--- config.mk ---
export PLATFORM = sky130hd
export DESIGN_NAME = fir_filter_mac
export DESIGN_NICKNAME = d
export VERILOG_FILES = /design/src/rtl/fir_filter_mac.sv
export SDC_FILE = /design/constraint.sdc
export NUM_CORES = 2
export LEC_CHECK = 0
export ABC_AREA = 1
export CORE_MARGIN = 2
export CORE_UTILIZATION = 37
export CTS_BUF_LIST = sky130_fd_sc_hd__clkbuf_4
export DETAILED_ROUTE_END_ITERATION = 7
export GPL_TIMING_DRIVEN = 1
export PLACE_DENSITY_LB_ADDON = 0.08
export SYNTH_ARGS = -nofsm -noshare
export SYNTH_HDL_FRONTEND = slang
export SYNTH_SLANG_ARGS = --single-unit
export TNS_END_PERCENT = 30
--- constraint.sdc ---
create_clock -name clk -period 18.6 [get_ports clk]
set_input_delay 3.72 -clock clk [delete_from_list [all_inputs] [get_ports clk]]
set_output_delay 3.72 -clock clk [all_outputs]
set_load 0.1 [all_outputs]
--- src/rtl/fir_filter_mac.sv ---
// -----------------------------------------------------------------------------
// fir_filter_mac
//
// Time-multiplexed FIR filter with a single multiplier. A rising edge on
// newData captures one sample into a circular delay line. The block then
// spends TAPS cycles accumulating one tap per clock, and spends one more
// cycle rounding, reducing and registering the result. Coefficients live in
// a run-time-writable bank. After reset the bank holds unity passthrough:
// coef[0] = 2^SHIFT and every other coefficient is 0.
//
// Optional feature (compile-time macro):
//   FIR_SATURATE_EN  defined   : result clamps to the DATA_W signed range and
//                                satFlag marks a clamp.
//                    undefined : result wraps to its low DATA_W bits and
//                                satFlag stays 0.
//
// Ports:
//   clk         in   rising-edge clock for all logic
//   rst         in   synchronous, active-high reset (also aborts a computation)
//   inSignal    in   DATA_W signed input sample
//   newData     in   sample strobe; only its rising edge starts a computation
//   coefWe      in   coefficient write enable, honoured only while idle
//   coefAddr    in   coefficient index k
//   coefData    in   COEF_W signed coefficient value
//   clrOverrun  in   clears the sticky overrun flag
//   outSignal   out  DATA_W filtered sample, held between dataReady pulses
//   dataReady   out  one-cycle pulse when outSignal updates
//   busy        out  high while a computation is in flight
//   overrun     out  sticky: a start arrived while busy and was dropped
//   satFlag     out  result was clipped; valid with dataReady
// -----------------------------------------------------------------------------
module fir_filter_mac #(
  parameter int DATA_W = 18,
  parameter int COEF_W = 18,
  parameter int TAPS   = 16,
  parameter int SHIFT  = 12
) (
  input  logic                     clk,
  input  logic                     rst,
  input  logic signed [DATA_W-1:0] inSignal,
  input  logic                     newData,
  input  logic                     coefWe,
  input  logic [$clog2(TAPS)-1:0]  coefAddr,
  input  logic signed [COEF_W-1:0] coefData,
  input  logic                     clrOverrun,
  output logic signed [DATA_W-1:0] outSignal,
  output logic                     dataReady,
  output logic                     busy,
  output logic                     overrun,
  output logic                     satFlag
);

  localparam int AW       = $clog2(TAPS);
  localparam int PROD_W   = DATA_W + COEF_W;
  // One guard bit per doubling of the tap count keeps the sum from overflowing.
  localparam int ACC_W    = PROD_W + AW;
  localparam int SCALED_W = ACC_W - SHIFT;

  localparam logic [AW-1:0]            LAST_K     = AW'(TAPS - 1);
  localparam logic [AW:0]              TAPS_X     = (AW + 1)'(TAPS);
  localparam logic signed [COEF_W-1:0] UNITY      = COEF_W'(1) << SHIFT;
  localparam logic signed [ACC_W-1:0]  ROUND_HALF = ACC_W'(1) << (SHIFT - 1);

  if (TAPS < 2) begin : gTapsCheck
    $error("fir_filter_mac: TAPS must be at least 2");
  end
  if (SHIFT < 1 || SHIFT > COEF_W - 2) begin : gShiftCheck
    $error("fir_filter_mac: SHIFT must lie in 1..COEF_W-2");
  end

  typedef enum logic [1:0] {
    IDLE = 2'd0,
    MAC  = 2'd1,
    OUT  = 2'd2
  } stateType;

  stateType state;
  stateType nextState;

  logic                     newDataPrev;
  logic                     start;
  logic signed [DATA_W-1:0] xLine [TAPS];
  logic signed [COEF_W-1:0] coef  [TAPS];
  logic [AW-1:0]            wrPtr;
  logic [AW-1:0]            base;
  logic [AW-1:0]            k;
  logic signed [ACC_W-1:0]  acc;
  logic                     addrOk;

  // Start is the rising edge of newData. A strobe that stays high therefore
  // launches exactly one computation.
  assign start  = newData & ~newDataPrev;
  assign addrOk = ({1'b0, coefAddr} < TAPS_X);

  // ---------------------------------------------------------------------------
  // Tap addressing: x[(base - k) mod TAPS]. This form also works when TAPS is
  // not a power of two, because the wrap is explicit rather than relying on
  // pointer overflow.
  // ---------------------------------------------------------------------------
  logic [AW:0]   idxSum;
  logic [AW:0]   idxWrap;
  logic [AW-1:0] tapIdx;

  assign idxSum  = {1'b0, base} + TAPS_X - {1'b0, k};
  assign idxWrap = (idxSum >= TAPS_X) ? idxSum - TAPS_X : idxSum;
  assign tapIdx  = idxWrap[AW-1:0];

  logic signed [PROD_W-1:0] product;
  assign product = PROD_W'(coef[k]) * PROD_W'(xLine[tapIdx]);

  // ---------------------------------------------------------------------------
  // Output scaling: add one half LSB, then take the arithmetic shift as a
  // slice. Taking the slice of a signed value equals >>> SHIFT (round half up).
  // ---------------------------------------------------------------------------
  logic signed [ACC_W-1:0]    roundedAcc;
  logic signed [SCALED_W-1:0] scaled;
  logic signed [DATA_W-1:0]   resultD;
  logic                       satD;
  logic                       unusedBits;

  assign roundedAcc = acc + ROUND_HALF;
  assign scaled     = roundedAcc[ACC_W-1:SHIFT];

`ifdef FIR_SATURATE_EN
  localparam logic signed [DATA_W-1:0] MAX_OUT = {1'b0, {(DATA_W-1){1'b1}}};
  localparam logic signed [DATA_W-1:0] MIN_OUT = {1'b1, {(DATA_W-1){1'b0}}};

  // The value fits in DATA_W bits when every bit above the output sign bit
  // equals the sign bit.
  logic fits;
  assign fits = (scaled[SCALED_W-1:DATA_W-1] ==
                 {(SCALED_W-DATA_W+1){scaled[SCALED_W-1]}});

  always_comb begin
    resultD = scaled[DATA_W-1:0];
    satD    = 1'b0;
    if (!fits) begin
      satD    = 1'b1;
      resultD = scaled[SCALED_W-1] ? MIN_OUT : MAX_OUT;
    end
  end

  assign unusedBits = ^{roundedAcc[SHIFT-1:0], idxWrap[AW]};
`else
  assign resultD    = scaled[DATA_W-1:0];
  assign satD       = 1'b0;
  assign unusedBits = ^{roundedAcc[SHIFT-1:0], scaled[SCALED_W-1:DATA_W],
                        idxWrap[AW]};
`endif

  // ---------------------------------------------------------------------------
  // Control FSM
  // ---------------------------------------------------------------------------
  always_ff @(posedge clk) begin
    // NOTE: non-blocking assignments so every register updates from the values
    // it saw before the edge, whatever the statement order.
    if (rst) begin
      state <= IDLE;
    end else begin
      state <= nextState;
    end
  end

  always_comb begin
    // NOTE: every output of this block gets a default first, so no path leaves
    // one unassigned and no latch is inferred.
    nextState = state;
    busy      = (state != IDLE);
    unique case (state)
      IDLE:    if (start) nextState = MAC;
      MAC:     if (k == LAST_K) nextState = OUT;
      OUT:     nextState = IDLE;
      default: nextState = IDLE;
    endcase
  end

  // ---------------------------------------------------------------------------
  // Datapath, coefficient bank and status flags
  // ---------------------------------------------------------------------------
  always_ff @(posedge clk) begin
    if (rst) begin
      // NOTE: both arrays are reset on purpose. The coefficients must return
      // to unity passthrough and the delay line to zero, so they are built as
      // flops rather than as a RAM.
      for (int i = 0; i < TAPS; i++) begin
        xLine[i] <= '0;
        coef[i]  <= (i == 0) ? UNITY : '0;
      end
      newDataPrev <= 1'b0;
      wrPtr       <= '0;
      base        <= '0;
      k           <= '0;
      acc         <= '0;
      outSignal   <= '0;
      dataReady   <= 1'b0;
      overrun     <= 1'b0;
      satFlag     <= 1'b0;
    end else begin
      newDataPrev <= newData;
      dataReady   <= 1'b0;

      // The first MAC cycle reads the bank after this edge. A write issued in
      // the same cycle as a start is therefore seen by that computation.
      if (coefWe && (state == IDLE) && addrOk) begin
        coef[coefAddr] <= coefData;
      end

      unique case (state)
        IDLE: begin
          if (start) begin
            xLine[wrPtr] <= inSignal;
            base         <= wrPtr;
            wrPtr        <= (wrPtr == LAST_K) ? '0 : wrPtr + 1'b1;
            acc          <= '0;
            k            <= '0;
          end
        end
        MAC: begin
          acc <= acc + ACC_W'(product);
          k   <= (k == LAST_K) ? '0 : k + 1'b1;
        end
        OUT: begin
          outSignal <= resultD;
          satFlag   <= satD;
          dataReady <= 1'b1;
        end
        default: ;
      endcase

      // If a drop and a clear occur in the same cycle, the drop wins.
      if (start && (state != IDLE)) begin
        overrun <= 1'b1;
      end else if (clrOverrun) begin
        overrun <= 1'b0;
      end
    end
  end

endmodule

==> flow_summary.toml <==
[outcome]
outcome = "finished, final reports clean"

[route]
route.antenna.remaining_nets = 0
drt_drc_violations_left = 0
drt-initial-drc-count = 2085
drt-wirelength-per-cell_um = 20.3
detailroute.via_count = 29600
via_per_instance_ratio = 4.94
wl_mm = 122
dr.pass1.iters = 5

[logic_synthesis]
synth.lib_cells_used.distinct = 51
synth_enable_flop_cells = 576
synth.cell_area_um2 = 40300
synth_top_area_share_pct = 43.0
mean_instance_size_in_the_synthesized_netlist_um2 = 9.26
post-synth-top-area-cell = "sky130_fd_sc_hd__edfxtp_1"
ys_seq_elements = 645
synthesis.nets = 4803
async_flop_share_pct = 0
postSynth.topFlopCell = "sky130_fd_sc_hd__edfxtp_1"
synth.yosys.warnings = 0
cells_after_synthesis = 4346
post_synth_main_area_contributors = "sky130_fd_sc_hd__edfxtp_1, sky130_fd_sc_hd__fa_1, sky130_fd_sc_hd__nand2_1"
synth-seq-area-share_pct = 46.4

[setup_path]
worst-r2r-cell-count = 34
timing.rr.start = "k[0]"
slack_of_the_worst_reg_to_reg_path_ns = 9.13
timing_worst_setup_path_type = "reg -> reg"
cp_max_fo = 77
critPathArrivalTime_ns = 10.40
worst_reg2reg_endpoint = "acc[27]"
timing.critical_path.required_ns = 19.54
slowest_stage = "sky130_fd_sc_hd__buf_4"
startpoint_type = "register"
cp-end-kind = "register"
critical_path.max_stage_delay_ns = 0.81

[cts]
cts_hold_buf = 0
tritoncts = "built"
numClockSinks = 645
clk_tree_root_cell = "sky130_fd_sc_hd__clkbuf_4"
cts_buffers = 181
worst_setup_hold_path_clk_slew_ns = 0.06
cts_resized = 0
insertion_delay_ns = 1.11
post-cts-setup-buffers = 0
cts.htree.levels = 4
cts.path.max_buffers = 3

[floorplanning]
number_of_primary_i_o_pins = 67
core_area_um2 = 108000
fp.dieW_um = 334
initial_utilization_pct = 37.1
die-height_um = 334
die_area_um2 = 111000
num_rows = 121

[cells_and_area]
final_nets = 4886
layout-drive-gt1-share_pct = 8.77
final_common_cell = "sky130_fd_sc_hd__nand2_1"
final_cell_mix = "sky130_fd_sc_hd__nand2_1, sky130_fd_sc_hd__nor2_1, sky130_fd_sc_hd__inv_1, sky130_fd_sc_hd__edfxtp_1, sky130_fd_sc_hd__fa_1"
layout-area-overhead-vs-synth_pct = 10.4
fillers = 10900

[hold_path]
min-delay-start = "acc[21]"
hold_path_end = "acc[21]"
whs_path_depth = 2
kind_of_path_behind_the_tightest_hold_check = "reg -> reg"

[grt]
grt_overflow_total = 0
global_route_wire_length_before_repair_mm = 189
antenna_violations_before_repair = 2
global_route.usage.total_pct = 22.4
grt_pass1_vias = 30400
largest_net_degree_at_the_start_of_global_routing = 78

[sta]
timing_worst_slew_pin_value_ns = 1.16
final-setup-viol-count = 0
final.min_clock_period_ns = 9.47
max-slew-margin-rel_pct = 22.3
slew_viol_final = 0
max_freq_mhz = 106
grt_setup_unrepaired = "no"
fin_crit_sh_pct = 50.9
skew_ns = 0.0893
finalHoldViolCount = 0
tns_ns = 0

[placed_design]
dp_hpwl_mm = 81.0
numPortBuffers = 65
finalWeightedCongestion = 0.844

[job]
max_cap_violations = 0
[critical path: cells and delay by family, from the launching register on]
family | cells | cell delay [ns]
adders and majority gates | 9 | 3.88
buffers and inverters | 9 | 2.59
AOI/OAI and AO/OA | 8 | 1.45
and+or+nand+nor | 8 | 0.95
DFF | 1 | 0.42
[flip-flops by register name, indices dropped and copies added, names as in the netlist, named ones only]
signal	cells
acc	30
base	4
coef	288
dataReady	1
k	4
newDataPrev	1
outSignal	18
overrun	1
state	2
wrPtr	4
xLine	288
[synthesized netlist by cell type (6+ instances only)]
cell type and number:
sky130_fd_sc_hd__a21boi_0 13, sky130_fd_sc_hd__a21oi_1 184, sky130_fd_sc_hd__a221oi_1 29, sky130_fd_sc_hd__a311o_1 7
sky130_fd_sc_hd__a32o_1 44, sky130_fd_sc_hd__buf_1 8, sky130_fd_sc_hd__buf_2 66, sky130_fd_sc_hd__buf_4 26
sky130_fd_sc_hd__clkbuf_1 125, sky130_fd_sc_hd__dfxtp_1 69, sky130_fd_sc_hd__edfxtp_1 576, sky130_fd_sc_hd__fa_1 304
sky130_fd_sc_hd__ha_1 108, sky130_fd_sc_hd__inv_1 617, sky130_fd_sc_hd__inv_2 10, sky130_fd_sc_hd__nand2_1 943
sky130_fd_sc_hd__nand3_1 142, sky130_fd_sc_hd__nor2_1 813, sky130_fd_sc_hd__nor3_1 11, sky130_fd_sc_hd__o211ai_1 8
sky130_fd_sc_hd__o21ai_0 122, sky130_fd_sc_hd__o21ai_1 7, sky130_fd_sc_hd__o221ai_1 14, sky130_fd_sc_hd__o22ai_1 7
sky130_fd_sc_hd__or2_2 6, sky130_fd_sc_hd__or3_1 9, sky130_fd_sc_hd__xnor2_1 7, sky130_fd_sc_hd__xor2_1 24
[through the flow]
stage / cell area, um^2 / util [%] / hold slack (ns) / setup slack, ns / cells
global placement: 42100 / 38.9 / 0.449 / 9.14 / 5660
CTS: 44400 / 41.0 / 0.467 / 9.13 / 5984
floorplan: 40300 / - / 0.441 / 10.97 / 4346
finish: 44400 / 41.0 / 0.465 / 9.13 / 5989
detailed placement: 42100 / 38.9 / 0.455 / 9.05 / 5660
global route: 44400 / 41.0 / 0.489 / 8.45 / 5988
[logic make-up (layout without fill, tap and decap cells)]
kind of cell | after synthesis | count (layout) | synth area share, %
compound gates | 451 | 451 | 6.91
flops | 645 | 645 | 46.4
simple gates | 1944 | 1944 | 18.9
other cells | 1 | 6 | 0.00932
buf+inv | 861 | 1085 | 8.54
xor+xnor | 32 | 32 | 0.743
fa+ha+maj | 412 | 412 | 18.5
[routing by layer]
layer  wire [um]  vias up  part of all wire, %  track usage, %
li1            -    14100                    -               -
met1       57600    14500                   47            31.6
met2       55300      788                   45            35.4
met3        6830      163                  5.6            4.00
met4        1960        0                  1.6            5.94
met5           0        -                    0               0
[how the worst max path moves through the flow]
stage	endpoint	slack, ns	startpoint
after floorplan	acc[28]	10.97	base[0]
after global placement	acc[28]	9.14	k[0]
after detailed placement	acc[27]	9.05	k[0]
after CTS	acc[27]	9.13	k[0]
after global routing	acc[27]	8.45	k[0]
final	acc[27]	9.13	k[0]
[final cells by class]
| type | instances | area (um^2) | share of cell area (%) |
|---|---|---|---|
| well taps | 1414 | 1770 | 3.98 |
| multi-input cells | 2840 | 18200 | 40.9 |
| inverters | 633 | 2390 | 5.37 |
| repair buffers | 128 | 1120 | 2.52 |
| clock inverters | 45 | 221 | 0.498 |
| flip-flops and latches | 645 | 18700 | 42.0 |
| diodes | 5 | 12.5 | 0.0282 |
| clock buffers | 279 | 2090 | 4.71 |
Power is not shown: default switching activity piles up to over one toggle a cycle in this logic, so the estimate is an artifact.
